[src/rtl/adder_sched_pkg.sv]
// Shared types and width helpers for the adder round-robin scheduler.
package adder_sched_pkg;

  typedef enum logic {
    IDLE = 1'b0,
    FULL = 1'b1
  } sched_state_e;

  function automatic int sum_width(input int w1, input int w2);
    return ((w1 > w2) ? w1 : w2) + 1;
  endfunction

  function automatic int id_width(input int n);
    return (n > 1) ? $clog2(n) : 1;
  endfunction

endpackage

[src/rtl/rr_grant.sv]
// Round-robin grant: first asserted request at or after ptr, scanning upward with wrap.
module rr_grant #(
  parameter int N_REQ = 4,
  parameter int ID_W  = 2
) (
  input  logic [N_REQ-1:0] req,
  input  logic [ID_W-1:0]  ptr,
  output logic [N_REQ-1:0] gnt,
  output logic [ID_W-1:0]  idx,
  output logic             any
);

  int unsigned     j;
  logic [ID_W-1:0] k;

  always_comb begin
    gnt = '0;
    idx = '0;
    any = 1'b0;
    j   = 0;
    k   = '0;
    for (int unsigned i = 0; i < N_REQ; i++) begin
      j = 32'(ptr) + i;
      if (j >= N_REQ) j = j - N_REQ;
      k = ID_W'(j);
      if (!any && req[k]) begin
        any    = 1'b1;
        gnt[k] = 1'b1;
        idx    = k;
      end
    end
  end

endmodule

[src/rtl/adder_rr_scheduler.sv]
// Shares one registered adder among N_REQ requesters with a single response port.
// ADDER_RR_SCHEDULER_FAIR_EN selects round-robin; otherwise fixed lowest-index priority.
module adder_rr_scheduler
  import adder_sched_pkg::*;
#(
  parameter int  N_REQ     = 4,
  parameter int  WIDTH_1   = 8,
  parameter int  WIDTH_2   = 8,
  localparam int WIDTH_OUT = sum_width(WIDTH_1, WIDTH_2),
  localparam int ID_W      = id_width(N_REQ)
) (
  input  logic                            clk,
  input  logic                            rst,
  input  logic [N_REQ-1:0]                req_valid,
  output logic [N_REQ-1:0]                req_ready,
  input  logic [N_REQ-1:0][WIDTH_1-1:0]   req_a,
  input  logic [N_REQ-1:0][WIDTH_2-1:0]   req_b,
  output logic                            rsp_valid,
  input  logic                            rsp_ready,
  output logic [WIDTH_OUT-1:0]            rsp_sum,
  output logic [ID_W-1:0]                 rsp_id
);

  sched_state_e     state, state_next;
  logic [ID_W-1:0]  rr_ptr;
  logic [ID_W-1:0]  gidx;
  logic [N_REQ-1:0] gnt;
  logic             any, accept, xfer, drain;

  rr_grant #(
    .N_REQ(N_REQ),
    .ID_W (ID_W)
  ) u_grant (
    .req(req_valid),
    .ptr(rr_ptr),
    .gnt(gnt),
    .idx(gidx),
    .any(any)
  );

  // A slot opens when empty or when the held result drains this same cycle.
  assign accept = !rst && ((state == IDLE) || rsp_ready);
  assign xfer   = accept && any;
  assign drain  = (state == FULL) && rsp_ready;

  always_ff @(posedge clk) begin
    if (rst) state <= IDLE;
    else     state <= state_next;
  end

  always_comb begin
    state_next = state;
    case (state)
      IDLE:    if (xfer) state_next = FULL;
      FULL:    if (drain && !xfer) state_next = IDLE;
      default: state_next = IDLE;
    endcase
  end

  always_comb begin
    rsp_valid = (state == FULL);
    req_ready = accept ? gnt : '0;
  end

  always_ff @(posedge clk) begin
    if (rst) begin
      rsp_sum <= '0;
      rsp_id  <= '0;
    end else if (xfer) begin
      rsp_sum <= WIDTH_OUT'(req_a[gidx]) + WIDTH_OUT'(req_b[gidx]);
      rsp_id  <= gidx;
    end
  end

`ifdef ADDER_RR_SCHEDULER_FAIR_EN
  always_ff @(posedge clk) begin
    if (rst)       rr_ptr <= '0;
    else if (xfer) rr_ptr <= (32'(gidx) == N_REQ - 1) ? '0 : gidx + ID_W'(1);
  end
`else
  assign rr_ptr = '0;
`endif

endmodule
[config.mk]
export PLATFORM = sky130hd
export DESIGN_NAME = adder_rr_scheduler
export DESIGN_NICKNAME = d
export VERILOG_FILES = /design/src/rtl/adder_sched_pkg.sv /design/src/rtl/rr_grant.sv /design/src/rtl/adder_rr_scheduler.sv
export SDC_FILE = /design/constraint.sdc
export NUM_CORES = 1
export LEC_CHECK = 0
export BUFFER_PORTS_ARGS = -buffer_cell sky130_fd_sc_hd__clkbuf_2
export CAP_MARGIN = 10
export CORE_MARGIN = 2
export CORE_UTILIZATION = 38
export DETAILED_ROUTE_END_ITERATION = 16
export GPL_TIMING_DRIVEN = 0
export PLACE_DENSITY = 0.77
export REMOVE_ABC_BUFFERS = 1
export SLEW_MARGIN = 10
export SYNTH_ARGS = -nofsm -noshare
export SYNTH_HDL_FRONTEND = slang
export SYNTH_SLANG_ARGS = --single-unit
[constraint.sdc]
create_clock -name clk -period 2.6 [get_ports clk]
set_clock_uncertainty 0.2 [all_clocks]
set_input_delay 0.13 -clock clk [delete_from_list [all_inputs] [get_ports clk]]
set_output_delay 0.13 -clock clk [all_outputs]
set_load 0.005 [all_outputs]
# Word-level counts from Yosys, hierarchy flattened
# Index checks and enable logic that the tools add are counted.
# totals
register_bits	12
inputBits	71
out_inout_bits	16
elab_cells	38
# classes
addsub	1
magnitude_cmp	1
muxes	19
bitwise	1
n_reduce_logical	13
# op_table
operator	count
8-bit binary-select mux with 2-bit select	2
8-bit two-way mux	2
8-bit by 8-bit adder with 9-bit output	1
1-bit two-way mux	8
4-bit two-way mux	2
1-bit logical AND	7
2-bit two-way mux	3
1-bit logical NOT	5
2-bit by 3-bit < comparator with 1-bit output (second input constant)	1
3-bit two-way mux	1
1-bit one-hot mux with 2 select lines	1
1-bit logical OR	1
1-bit inverter	1

# Logic depth before layout (Yosys ltp)
# depth
word_depth	15
mapped_depth	11
depth_no_buf	10

# By module
# Synthesis repeated with hierarchy kept, for this count alone.
# hier_totals
cells_unflattened	163
hier_area_um2	1624.1
# by_module_without_submodules
mod	instances	cells_each	area_each_um2	seq_area_each_um2
adder_rr_scheduler	1	118	1202.4	240.2
rr_grant	1	45	421.7	0.0

# Worst setup path after synthesis
# Ideal clock, no wire load.
# synth_path
path_type	input-to-reg
start	input req_valid[1]
end	register rsp_sum[6]
setup_time_ns	0.137
arrival_ns	2.428
required_time_ns	2.263
slack_ns	-0.165
stages	11
n_path_buf	1
cell_sequence	or2_1 nor2_4 buf_6 mux2i_1 o21ai_0 ha_1 fa_1 a211o_1 o211ai_1 a2111o_1 o221ai_1
# synth_between
elab_chain_cells	11
elab_cells_between_ends	17
classes_between	1 x add/sub; 10 x mux; 6 x reduce/logical
# synth_lines
element	line_no	source
from (decl)	adder_rr_scheduler.sv:14	input logic [N_REQ-1:0] req_valid,
1-bit logical AND (*)	rr_grant.sv:26	if (!any && req[k]) begin
1-bit two-way mux	rr_grant.sv:26	
1-bit logical NOT	rr_grant.sv:26	
1-bit logical AND	rr_grant.sv:26	
1-bit two-way mux	rr_grant.sv:26	
1-bit logical NOT	rr_grant.sv:26	
1-bit logical AND	rr_grant.sv:26	
2-bit two-way mux	rr_grant.sv:26	
8-bit binary-select mux with 2-bit select	adder_rr_scheduler.sv:70	rsp_sum <= WIDTH_OUT'(req_a[gidx]) + WIDTH_OUT'(req_b[gidx]);
8-bit two-way mux (implied by the code)	adder_rr_scheduler.sv:70	
8-bit by 8-bit adder with 9-bit output	adder_rr_scheduler.sv:70	
to (signal assigned)	adder_rr_scheduler.sv:70	
to (decl)	adder_rr_scheduler.sv:20	output logic [WIDTH_OUT-1:0] rsp_sum,
# Every way passes the cells marked *; elsewhere a longest branch is shown, timed or not. The select of a mux whose other input is x is not followed.
# A chain may end at the register's enable or synchronous reset.

# Worst setup path in the final report
# layout_path
start	input req_valid[0]
end	register rsp_sum[6]
# layout_between
elab_chain_cells	13
elab_cells_between_ends	19
classes_between	1 x add/sub; 11 x mux; 7 x reduce/logical
# layout_lines
element	line_no
1-bit two-way mux (*)	rr_grant.sv:26
1-bit logical NOT	rr_grant.sv:26
1-bit logical AND	rr_grant.sv:26
1-bit two-way mux	rr_grant.sv:26
1-bit logical NOT	rr_grant.sv:26
1-bit logical AND	rr_grant.sv:26
1-bit two-way mux	rr_grant.sv:26
1-bit logical NOT	rr_grant.sv:26
1-bit logical AND	rr_grant.sv:26
2-bit two-way mux	rr_grant.sv:26
8-bit binary-select mux with 2-bit select	adder_rr_scheduler.sv:70
8-bit two-way mux (implied by the code)	adder_rr_scheduler.sv:70
8-bit by 8-bit adder with 9-bit output	adder_rr_scheduler.sv:70
# Marks and branches as above.

==> metrics <==
starting density of the core 0.387; gpl congestion 0.842; Tightest Pin Transition 1.14 ns; 1st-iter DRT viols 63; CP max-delay cell fa_2; FP Rows 21; die height 61.8 µm; CTS Buffer Depth 2; FF+latch count, synth 12; I/O Buffers 86; Yosys warning count 0; post-synthesis cell count 162; TritonCTS buffer count 3; FF-to-FF setup slack approximately 0.50 ns; CTS tree yes; later-pin clock latency in the skew report 0.27 ns; Congestion Overflow GR 0; initial antenna violation count 0; min cycle time layout 2.50 ns; H-tree depth 1; Yosys top cell area share 0.189; area delta synth->final 57.4%; core footprint 3280 µm²; Yosys cell types 40; crit-path leading delay family compound AO/OA/AOI/OAI gates; Inserted Diodes 0; Worst Hold End rsp_id[1]$_SDFFE_PP0P_; Global Route Usage Sum 0.223; CTS sink cnt 12; antenna-violating nets left 0; WP data required 2.51 ns; crit path DAT 2.41 ns; Post-synth EDFFs 0; max-slew violations 0; share of layout cells above drive strength 1 0.462; CP Capture Type flip-flop; HPWL after DPL 2.99 mm; dominant synthesized flop cell dfxtp_1; num ports 87; Rel. slew slack 0.236; final wirelength 4.37 mm; R2R cell count 4; Async S/R FF share, synth 0; filler cell count 322; maximum vdd ir drop 0.280 mV; Seq/Total Area, Yosys 0.189; fin nets 346; die area 3820 µm²; vias in the first global route 1555; outcome finished clean; Crit Path Max Fanout 8; largest net degree at the start of global routing 19; DRT Pass-1 Iters 4; critical path class primary input to flip-flop; first-pass GRT wire length 6.34 mm; crit path cell chain buf_6 > or2_4 > nor2_4 > buf_12 > mux2i_1 > o21ai_1 > ha_2 > fa_2 > a211o_1 > o211ai_1 > a2111o_1 > o221ai_1; CP max stage delay between 0.3 and 0.4 ns; Worst Hold Depth 3; final hold violation count 0; Cell Pwr Density 385 nW/µm²; CP startpoint kind primary input; largest cells by area after synthesis dfxtp_1 19%, mux2i_1 12%, a22oi_1 8.9%, o21ai_0 8.3%, ha_1 7.9%; Max Fclk about 0.4 GHz; biggest area consumer among synthesized cells dfxtp_1; routed length per instance around 14 µm; Leakage Power between 0.9 and 1 nW; CTS clk-pin slew, worst paths around 0.070 ns; via count 1705; RR Endpoint rsp_sum[3]$_SDFFE_PP0P_; vias per cell 5.50; CP bufs+invs 2; Tcrit/Tclk final 0.960; Final setup violation count 0; maxcap violations 0; Final Power 770 µW; worst min path class primary input to flip-flop; drc violations 0; Hold Crit Start req_valid[1]; Die Wd 61.8 µm; RR Startpoint rsp_valid$_SDFF_PP0_; synthesized area per cell a little under 8 µm²; synthesized area around 1300 µm²; total negative slack 0 ns; clk root buf clkbuf_4
[kinds of logic (layout without fill, tap and decap cells)]
group,after synthesis,in the layout,synth area share
adder cells (fa/ha/maj),9,9,0.0945
multiplexers,15,15,0.118
flip-flops,12,12,0.189
AO/OA/AOI/OAI,64,64,0.332
XOR/XNOR,1,1,0.00689
buffers and inverters,10,112,0.0374
AND/OR/NAND/NOR,51,51,0.222
[per-stage QoR]
step	utilization	hold slack, ns	instances	setup slack (ns)	cell area, µm²
after CTS	0.570	0.0288	300	0.00136	1870
after detailed placement	0.527	0.250	287	-1.07	1730
after global placement	0.525	0.248	287	-0.974	1720
final	0.609	0.0430	310	0.104	2000
after global routing	0.609	0.0561	310	-0.000509	2000
after floorplan	-	-0.000934	155	-0.240	1230
[what timing repair did]
item / in CTS / in global routing
hold buffers: 1 / 0
setup buffers: 9 / 10
endpoints found under the hold margin: 3 / 0
gates resized for setup: 9 / 16
endpoints found under the setup margin: 8 / 5
pin swaps: 4 / 9
[flip-flops by register name (all words and copies together) (netlist names)]
name and flops:
rsp_id 2, rsp_valid 1, rsp_sum 9
[final cells by class]
| cell class | instances | area (µm²) | share of cell area |
|---|---|---|---|
| multi-input cells | 140 | 1040 | 0.522 |
| flip-flops and latches | 12 | 240 | 0.120 |
| repair buffers | 106 | 624 | 0.312 |
| well taps | 46 | 57.6 | 0.0288 |
| clock buffers | 3 | 22.5 | 0.0113 |
| inverters | 3 | 11.3 | 0.00563 |
[synthesized netlist by cell type, drive strengths merged, types with 3 or more instances]
cell type,count
a22oi,15
a211oi,3
buf,3
mux2i,15
nor4,6
nor3,3
a211o,3
a21oi,9
ha,8
nor2,8
dfxtp,12
o21ai,21
clkbuf,4
nand3,4
nand2,15
nand2b,4
[worst min-delay path: stages]
cell and delay, ns:
buf_4 0.13, or2_4 0.15, a211oi_1 0.06
[layer usage]
metal,routed length [µm],vias to the layer above,global-route usage
met4,9,0,0.0182
met3,248,3,0.0497
met2,2330,71,0.448
met5,0,-,0
li1,-,844,-
met1,1780,787,0.245
[report_power, final]
part	total, mW	switching (mW)	internal, mW
Combinational	0.420	0.206	0.214
Clock	0.114	0.0604	0.0536
Sequential	0.236	0.0174	0.219
[cell usage in the layout, fill, tap and decap left out, types with 5 or more instances in the layout]
cell,instances
clkbuf_2,84
o21ai_0,17
buf_4,16
mux2i_1,15
a22oi_1,15
nand2_1,15
dfxtp_1,12
a21oi_1,8
ha_1,7
nor2_1,5
[worst max path at each step]
stage                      start                 endpoint  slack [ns]  cells after the start
floorplan           req_valid[1]  rsp_sum[6]$_SDFFE_PP0P_       -0.24                     10
global placement    req_valid[2]  rsp_sum[6]$_SDFFE_PP0P_       -0.97                     10
detailed placement  req_valid[2]  rsp_sum[6]$_SDFFE_PP0P_       -1.07                     10
CTS                 req_valid[0]  rsp_sum[6]$_SDFFE_PP0P_       0.001                     12
global route        req_valid[0]  rsp_sum[6]$_SDFFE_PP0P_     -0.0005                     12
finish              req_valid[0]  rsp_sum[6]$_SDFFE_PP0P_        0.10                     12
Power figures use the tool's default switching activity.
